`src/rtl/load_store_unit.sv`:
```
// Load/store unit: turns one execute-stage request into a single word-wide
// memory transaction with byte enables, lane-replicated write data, load
// extraction with sign/zero extension, misalignment/illegal checks and an
// ACCESS timeout.
//
// Ports:
//   clk, rst          clock, synchronous active-high reset
//   start             request strobe (accepted only when idle)
//   is_store, funct3  operation (000 B, 001 H, 010 W, 100 BU, 101 HU)
//   addr, store_data  effective address and store value
//   busy, done, err   status; done is a one-cycle pulse, err valid with done
//   load_data         extended load result, held between completions
//   mem_req/we/addr/be/wdata  memory request side
//   mem_ack, mem_rdata        memory response side
module load_store_unit #(
  parameter int unsigned TIMEOUT = 16
) (
  input  logic        clk,
  input  logic        rst,
  input  logic        start,
  input  logic        is_store,
  input  logic [2:0]  funct3,
  input  logic [31:0] addr,
  input  logic [31:0] store_data,
  output logic        busy,
  output logic        done,
  output logic [31:0] load_data,
  output logic [1:0]  err,
  output logic        mem_req,
  output logic        mem_we,
  output logic [31:0] mem_addr,
  output logic [3:0]  mem_be,
  output logic [31:0] mem_wdata,
  input  logic        mem_ack,
  input  logic [31:0] mem_rdata
);

  localparam int unsigned CNT_W = 8;

  localparam logic [1:0] S_IDLE   = 2'd0;
  localparam logic [1:0] S_ACCESS = 2'd1;
  localparam logic [1:0] S_DONE   = 2'd2;

  localparam logic [1:0] E_OK  = 2'b00;
  localparam logic [1:0] E_MIS = 2'b01;
  localparam logic [1:0] E_TO  = 2'b10;
  localparam logic [1:0] E_ILL = 2'b11;

  logic [1:0]       state, state_n;
  logic             pend, pend_n;
  logic [1:0]       err_pend, err_pend_n;
  logic             op_store, op_store_n;
  logic [2:0]       op_f3, op_f3_n;
  logic [1:0]       op_lane, op_lane_n;
  logic [CNT_W-1:0] cnt, cnt_n;

  logic        busy_n, done_n, mem_req_n, mem_we_n;
  logic [1:0]  err_n;
  logic [3:0]  mem_be_n;
  logic [31:0] load_data_n, mem_addr_n, mem_wdata_n;

  // Request decode, evaluated on the raw inputs at the accepting edge
  logic [1:0]  dec_err;
  logic [3:0]  dec_be;
  logic [31:0] dec_wdata;

  always_comb begin
    dec_err   = E_OK;
    dec_be    = 4'b0000;
    dec_wdata = store_data;
    if (funct3 == 3'b011 || funct3 == 3'b110 || funct3 == 3'b111 ||
        (is_store && funct3[2])) begin
      dec_err = E_ILL;
    end else if ((funct3[1:0] == 2'b01 && addr[0]) ||
                 (funct3[1:0] == 2'b10 && addr[1:0] != 2'b00)) begin
      dec_err = E_MIS;
    end
    case (funct3[1:0])
      2'b00: begin
        dec_be    = 4'b0001 << addr[1:0];
        dec_wdata = {4{store_data[7:0]}};
      end
      2'b01: begin
        dec_be    = addr[1] ? 4'b1100 : 4'b0011;
        dec_wdata = {2{store_data[15:0]}};
      end
      default: begin
        dec_be    = 4'b1111;
        dec_wdata = store_data;
      end
    endcase
  end

  // Load extraction from the returned word using the captured lane
  logic [7:0]  rd_byte;
  logic [15:0] rd_half;
  logic [31:0] rd_ext;

  always_comb begin
    rd_byte = 8'h00;
    rd_half = op_lane[1] ? mem_rdata[31:16] : mem_rdata[15:0];
    rd_ext  = mem_rdata;
    case (op_lane)
      2'd0:    rd_byte = mem_rdata[7:0];
      2'd1:    rd_byte = mem_rdata[15:8];
      2'd2:    rd_byte = mem_rdata[23:16];
      default: rd_byte = mem_rdata[31:24];
    endcase
    case (op_f3[1:0])
      2'b00:   rd_ext = op_f3[2] ? {24'h000000, rd_byte}
                                 : {{24{rd_byte[7]}}, rd_byte};
      2'b01:   rd_ext = op_f3[2] ? {16'h0000, rd_half}
                                 : {{16{rd_half[15]}}, rd_half};
      default: rd_ext = mem_rdata;
    endcase
  end

  // Next-state and next-output logic
  always_comb begin
    state_n     = state;
    pend_n      = pend;
    err_pend_n  = err_pend;
    op_store_n  = op_store;
    op_f3_n     = op_f3;
    op_lane_n   = op_lane;
    cnt_n       = cnt;
    busy_n      = busy;
    done_n      = 1'b0;
    err_n       = E_OK;
    load_data_n = load_data;
    mem_req_n   = mem_req;
    mem_we_n    = mem_we;
    mem_addr_n  = mem_addr;
    mem_be_n    = mem_be;
    mem_wdata_n = mem_wdata;

    case (state)
      S_IDLE: begin
        if (pend) begin
          // Rejected request: one decode cycle so done lines up with the
          // fastest memory completion, then report without touching memory
          pend_n      = 1'b0;
          state_n     = S_DONE;
          busy_n      = 1'b1;
          done_n      = 1'b1;
          err_n       = err_pend;
          load_data_n = 32'h0;
        end else if (start) begin
          op_store_n = is_store;
          op_f3_n    = funct3;
          op_lane_n  = addr[1:0];
          if (dec_err != E_OK) begin
            pend_n     = 1'b1;
            err_pend_n = dec_err;
          end else begin
            state_n     = S_ACCESS;
            busy_n      = 1'b1;
            cnt_n       = CNT_W'(1);
            mem_req_n   = 1'b1;
            mem_we_n    = is_store;
            mem_addr_n  = {addr[31:2], 2'b00};
            mem_be_n    = dec_be;
            mem_wdata_n = dec_wdata;
          end
        end
      end
      S_ACCESS: begin
        if (mem_ack || cnt == CNT_W'(TIMEOUT)) begin
          state_n     = S_DONE;
          done_n      = 1'b1;
          cnt_n       = '0;
          mem_req_n   = 1'b0;
          mem_we_n    = 1'b0;
          mem_be_n    = 4'b0000;
          if (mem_ack) begin
            load_data_n = op_store ? 32'h0 : rd_ext;
          end else begin
            err_n       = E_TO;
            load_data_n = 32'h0;
          end
        end else begin
          cnt_n = cnt + CNT_W'(1);
        end
      end
      S_DONE: begin
        state_n = S_IDLE;
        busy_n  = 1'b0;
      end
      default: begin
        state_n   = S_IDLE;
        busy_n    = 1'b0;
        mem_req_n = 1'b0;
        mem_we_n  = 1'b0;
        mem_be_n  = 4'b0000;
      end
    endcase
  end

  // State and output registers
  always_ff @(posedge clk) begin
    if (rst) begin
      state     <= S_IDLE;
      pend      <= 1'b0;
      err_pend  <= E_OK;
      op_store  <= 1'b0;
      op_f3     <= 3'b000;
      op_lane   <= 2'b00;
      cnt       <= '0;
      busy      <= 1'b0;
      done      <= 1'b0;
      err       <= E_OK;
      load_data <= 32'h0;
      mem_req   <= 1'b0;
      mem_we    <= 1'b0;
      mem_addr  <= 32'h0;
      mem_be    <= 4'b0000;
      mem_wdata <= 32'h0;
    end else begin
      state     <= state_n;
      pend      <= pend_n;
      err_pend  <= err_pend_n;
      op_store  <= op_store_n;
      op_f3     <= op_f3_n;
      op_lane   <= op_lane_n;
      cnt       <= cnt_n;
      busy      <= busy_n;
      done      <= done_n;
      err       <= err_n;
      load_data <= load_data_n;
      mem_req   <= mem_req_n;
      mem_we    <= mem_we_n;
      mem_addr  <= mem_addr_n;
      mem_be    <= mem_be_n;
      mem_wdata <= mem_wdata_n;
    end
  end

endmodule

```
`config.mk`:
```
export PLATFORM = sky130hd
export DESIGN_NAME = load_store_unit
export DESIGN_NICKNAME = d
export VERILOG_FILES = /design/src/rtl/load_store_unit.sv
export SDC_FILE = /design/constraint.sdc
export NUM_CORES = 1
export LEC_CHECK = 0
export CAP_MARGIN = 20
export CORE_MARGIN = 10
export CORE_UTILIZATION = 31
export CTS_BUF_LIST = sky130_fd_sc_hd__clkbuf_8
export CTS_CLUSTER_DIAMETER = 60
export DETAILED_ROUTE_END_ITERATION = 8
export PLACE_DENSITY_LB_ADDON = 0.08
export SLEW_MARGIN = 20
export SYNTH_ARGS = -nofsm -noshare
export SYNTH_HDL_FRONTEND = slang
export SYNTH_SLANG_ARGS = --single-unit
```
`constraint.sdc`:
```
create_clock -name clk -period 4.05 [get_ports clk]
set_input_delay 1.215 -clock clk [delete_from_list [all_inputs] [get_ports clk]]
set_output_delay 1.215 -clock clk [all_outputs]
set_load 0.01 [all_outputs]
```
Word level (Yosys, flattened, before mapping). Cells that the tools add are included. W data, S select, Z words.

Flip-flop bits (word level): 123. Latch bits: 0. Bits in writable memories: 0. Memory bits (read-only): 0. Input bits: 104. Output and inout port bits: 106. Word-level logic and storage cells: 114. Memories kept: 0.

Add/subtract/negate cells: 1. Multipliers: 0. Div/mod/pow operators: 0. Magnitude comparators: 0. Equality and inequality tests: 18. Shifts and indexed selects: 1. Multiplexer cells: 51. Bitwise logic cells: 4. Reductions and logical operators: 23.

Operators with widths (count): $mux W32 (6); $pmux W32 S2 (3); $mux W8 (4); $pmux W8 S3 (1); $mux W4 (5); $mux W16 (1); $mux W2 (8); $pmux W8 S2 (1); $mux W1 (14); $pmux W4 S3 (1); $reduce_and A3 Y1 (4); $reduce_and A4 Y1 (3); $ne A2 B2 Y1 const B (5); $add A8 B1 Y8 const B (1); $eq A2 B1 Y1 const B (4); $eq A8 B5 Y1 const B (1); $logic_not A2 Y1 (4); $pmux W2 S2 (2); $pmux W4 S2 (1); $eq A2 B2 Y1 const B (3); $eq A3 B3 Y1 const B (2); $ne A3 B3 Y1 const B (2); $pmux W1 S3 (2); $reduce_bool A2 Y1 (3); 7 further kinds (17).

Longest topological paths before layout.
Depth in word-level cells: 10. Mapped depth: 8.

Worst setup path after synthesis. OpenSTA, ideal clock, no wires.

Kind: input to register. Start point: in funct3[0]. End point: reg mem_wdata[10]. Setup time: 0.091 ns. Arrival time: 2.573 ns. Slack: 1.386 ns. Stages on the path: 6. Buffers on the path: 2. Cells stage by stage: clkbuf_1 -> or4_1 -> a21oi_4 -> buf_4 -> nor2_1 -> a311oi_1.

Longest elaborated chain between the ends: 8. Elaborated cells between the ends (all ways): 18. Classes of those cells: eq/ne (5); mux (3); bitwise (1); reduce/logical (9).

RTL lines: start, declared (RTL line 22) `input logic [2:0] funct3,`; $eq A2 B1 Y1, or another cell as far along (RTL line 74, 78); $logic_and A1 B1 Y1, or another cell as far along (RTL line 74) `end else if ((funct3[1:0] == 2'b01 && addr[0]) ||`; $logic_or A1 B1 Y1 (on tied branches) (RTL line 74, 71); $mux W1 or $logic_or A1 B1 Y1 (tied branches) (RTL line 74, 71); $mux W2 (RTL line 71) `if (funct3 == 3'b011 || funct3 == 3'b110 || funct3 == 3'b111 ||`; $reduce_bool A2 Y1 (RTL line 152) `if (dec_err != E_OK) begin`; $not A1 Y1 (no source line); $reduce_and A4 Y1 (no source line); end signal, assigned (RTL line 234) `mem_wdata <= mem_wdata_n;`; end, declared (RTL line 33) `output logic [31:0] mem_wdata,`.

Several ways; a longest one is shown, not always the timed one. A chain may end at the register's enable or synchronous reset.

Final worst setup path.
Start point: in addr[0]. End point: reg mem_wdata[3].

Longest elaborated chain between the ends: 8. Elaborated cells between the ends (all ways): 9. Classes of those cells: mux (2); bitwise (1); reduce/logical (6).

RTL lines: start, declared (RTL line 23) `input logic [31:0] addr,`; $reduce_bool A2 Y1 (RTL line 75) `(funct3[1:0] == 2'b10 && addr[1:0] != 2'b00)) begin`; $logic_and A1 B1 Y1 (RTL line 75); $logic_or A1 B1 Y1 * (RTL line 74); $mux W1 * (RTL line 74); $mux W2 * (RTL line 71); $reduce_bool A2 Y1 * (RTL line 152); $not A1 Y1 (no source line) *; $reduce_and A4 Y1 (no source line) *.

Mark *: on every way between the ends. The rest lies on a longest branch, timed or not.

==> flow_summary_export.csv <==
group,metric,value,unit
clocking,root_buffer,"clkbuf_8",
floorplan,dieArea,0.02324,sq mm
job,maxCapViolCount,0,
final_layout,nFillCells,1676,
floorplan,die_x,152.4,um
final_layout,instances_no_fill,1051,
clocking,clockBufferDepth,2,
global_route,met3_usage,7.395,%
clocking,cts_setup_buffers,0,
setup_path,path_class,"in2reg",
global_route,groute.usage.overall,15.72,%
floorplan,start_util,31.55,%
placed_design,dpl.cell_count,1019,
route,num_vias,5202,
clocking,cts.htree.levels,4,
synth,synthCells,632,
power_and_ir_drop,power_per_cell_area,383.9,mW/mm^2
setup_path,required,4320,ps
synth,ys_seq_elements,123,
timing,rsz0062_at_grt,"false",
final_layout,drive_above_1_share,7.506,%
power_and_ir_drop,finalPower,3.101,mW
final_layout,utilization,46.86,%
global_route,gr-max-usage-layer,"met2",
timing,hold_viol_final,0,
clocking,clk_pin_slew,70,ps
route,drc,0,
floorplan,rows,48,
timing,maxSlewHeadroom,35.60,%
clocking,ctsResizeCount,0,
timing,fin_tns_setup,0,ps
clocking,numCtsBuffers,17,
power_and_ir_drop,ir_worst_vdd,201.9,uV
route,post_drt_wl_per_cell,17.86,um
clocking,ctsHoldBuffers,0,
final_layout,final_cell_mix,"206 x clkdlybuf4s50_1, 134 x nand2_1, 122 x dfxtp_1",
timing,worstMarginPinSlew,964.1,ps
timing,fin_skew,13.54,ps
global_route,grt_pass1_wl,30100,um
route,first_pass_iters,7,
synth,syn-cell-area,0.005438,sq mm
global_route,antenna_found_initial,0,
route,routed_wl,18770,um
floorplan,core_area,0.01724,sq mm
worst_hold_path,worstHoldPathType,"reg2reg",
clocking,clock_sinks,123,
clocking,cts_tree,"done",
final_layout,syn_to_final_growth,48.53,%
route,drt_iter0_drc,402,
floorplan,die_y,152.4,um
synth,synth-edff-count,0,
final_layout,final_common_cell,"clkdlybuf4s50_1",
placed_design,place_hpwl,13990,um
synth,yosysSeqAreaShare,45.28,%
placed_design,place_congestion,0.8349,
final_layout,multi_input_area,0.002708,sq mm
global_route,gr-usage-met2,25.68,%
synth,synth_top_cell_area_share,45.28,%
setup_path,crit_fanout,29,
global_route,use_met1,18.14,%
setup_path,worstPathArrival,3330,ps
synth,ys_types,57,
global_route,globalRouteOverflowTotal,0,
clocking,clock_latency,430,ps
synth,synth_area_leaders,"dfxtp_1 45%, nand2_1 9.2%, a21oi_1 6.6%, mux2i_1 4.2%, a221o_1 3.1%",
synth,syn_avg_cell_area,8.604,sq um
timing,fmax,0.3271,GHz
route,ant_nets,0,
timing,holdWs,454.0,ps
timing,setup_viol,0,
timing,finalCritPeriodShare,75.49,%
setup_path,end_kind,"register",
timing,report.final.slew_viol_count,0,
global_route,grt_max_degree,84,
synth,synth_top_cell_by_area,"dfxtp_1",
synth,ys_async_sr_fraction,0,%
timing,min_period,3057,ps
run_status,run_status,"complete, no violations",
setup_path,start_kind,"input port",
final_layout,regArea,0.002464,sq mm
global_route,grt_pass1_vias,5371,
final_layout,diodes,0,
floorplan,ios,210,
power_and_ir_drop,power_leakage,2.857,nW
synth,yosysWarnings,0,
final_layout,nets,919,
placed_design,portBuffers,207,
route,viasPerCell,4.950,
synth,ys_dominant_reg_cell,"dfxtp_1",
## flip-flops by register name, summed over array words and instances, names as in the netlist
signal,flops
op_f3,3
mem_req,1
op_lane,2
pend,1
cnt,8
state,2
load_data,32
op_store,1
busy,1
done,1
mem_wdata,32
mem_be,4
err,2
mem_we,1
mem_addr,30
err_pend,2
## worst paths after layout
check               start            end  slack [ps]  cells after the start
max               addr[0]   mem_wdata[3]         990                      6
min          mem_wdata[2]   mem_wdata[2]         450                      2
max reg2reg      state[0]  load_data[19]        1600                      4
min reg2reg  mem_wdata[2]   mem_wdata[2]         450                      2
## worst max-delay path: stages
cell and delay, ps:
clkdlybuf4s50_1 510, a221oi_1 720, o21ai_4 350, buf_4 340, nand2_1 110, a21oi_1 70
## cell families after synthesis
| family | Yosys count | synth area share (%) |
|---|---|---|
| other cells | 1 | 0.06896 |
| buf+inv | 64 | 5.200 |
| simple gates | 232 | 20.66 |
| compound gates | 180 | 22.53 |
| xor+xnor | 2 | 0.3222 |
| flops | 123 | 45.28 |
| mux | 28 | 5.476 |
| fa+ha+maj | 2 | 0.4601 |
## cell type report
| class | count | area share [%] |
|---|---|---|
| flip-flops and latches | 123 | 30.50 |
| inverters | 9 | 0.4183 |
| clock buffers | 18 | 3.067 |
| multi-input cells | 446 | 33.52 |
| well taps | 225 | 3.486 |
| clock inverters | 14 | 2.417 |
| repair buffers | 216 | 26.58 |
## report_power, final
group | internal, mW | total [mW] | switching [mW]
Sequential | 1.27 | 1.33 | 0.0552
Combinational | 0.286 | 0.561 | 0.276
Clock | 0.689 | 1.21 | 0.521
Total | 2.25 | 3.10 | 0.852
## synthesized netlist by cell type (6+ instances only)
library cell  instances
a21oi_1              72
a211oi_1              9
o21ai_0              26
a32o_1                9
mux2i_1              23
nor2_1               24
nor3_1               12
buf_2                16
o2bb2ai_1             7
o31ai_1               6
clkbuf_1             30
nor3b_1              10
a311oi_1              8
nand2b_1             15
a221o_1              17
nand2_1             134
dfxtp_1             123
nand3b_1              6
inv_1                 9
## per-layer routing
metal | share of wire (%) | routed length, um
met5 | 0 | 0
met4 | 1.0 | 187
met3 | 8.5 | 1600
met2 | 48 | 8973
met1 | 43 | 8013
## through the flow
stage / instance area (sq um) / setup WS (ps)
finish: 8077 / 992.5
global route: 8077 / 810.3
CTS: 8075 / 1050
detailed placement: 7632 / 580.0
global placement: 7632 / 669.1
floorplan: 5441 / 1386
No activity file was read; power rests on OpenSTA's default activity.
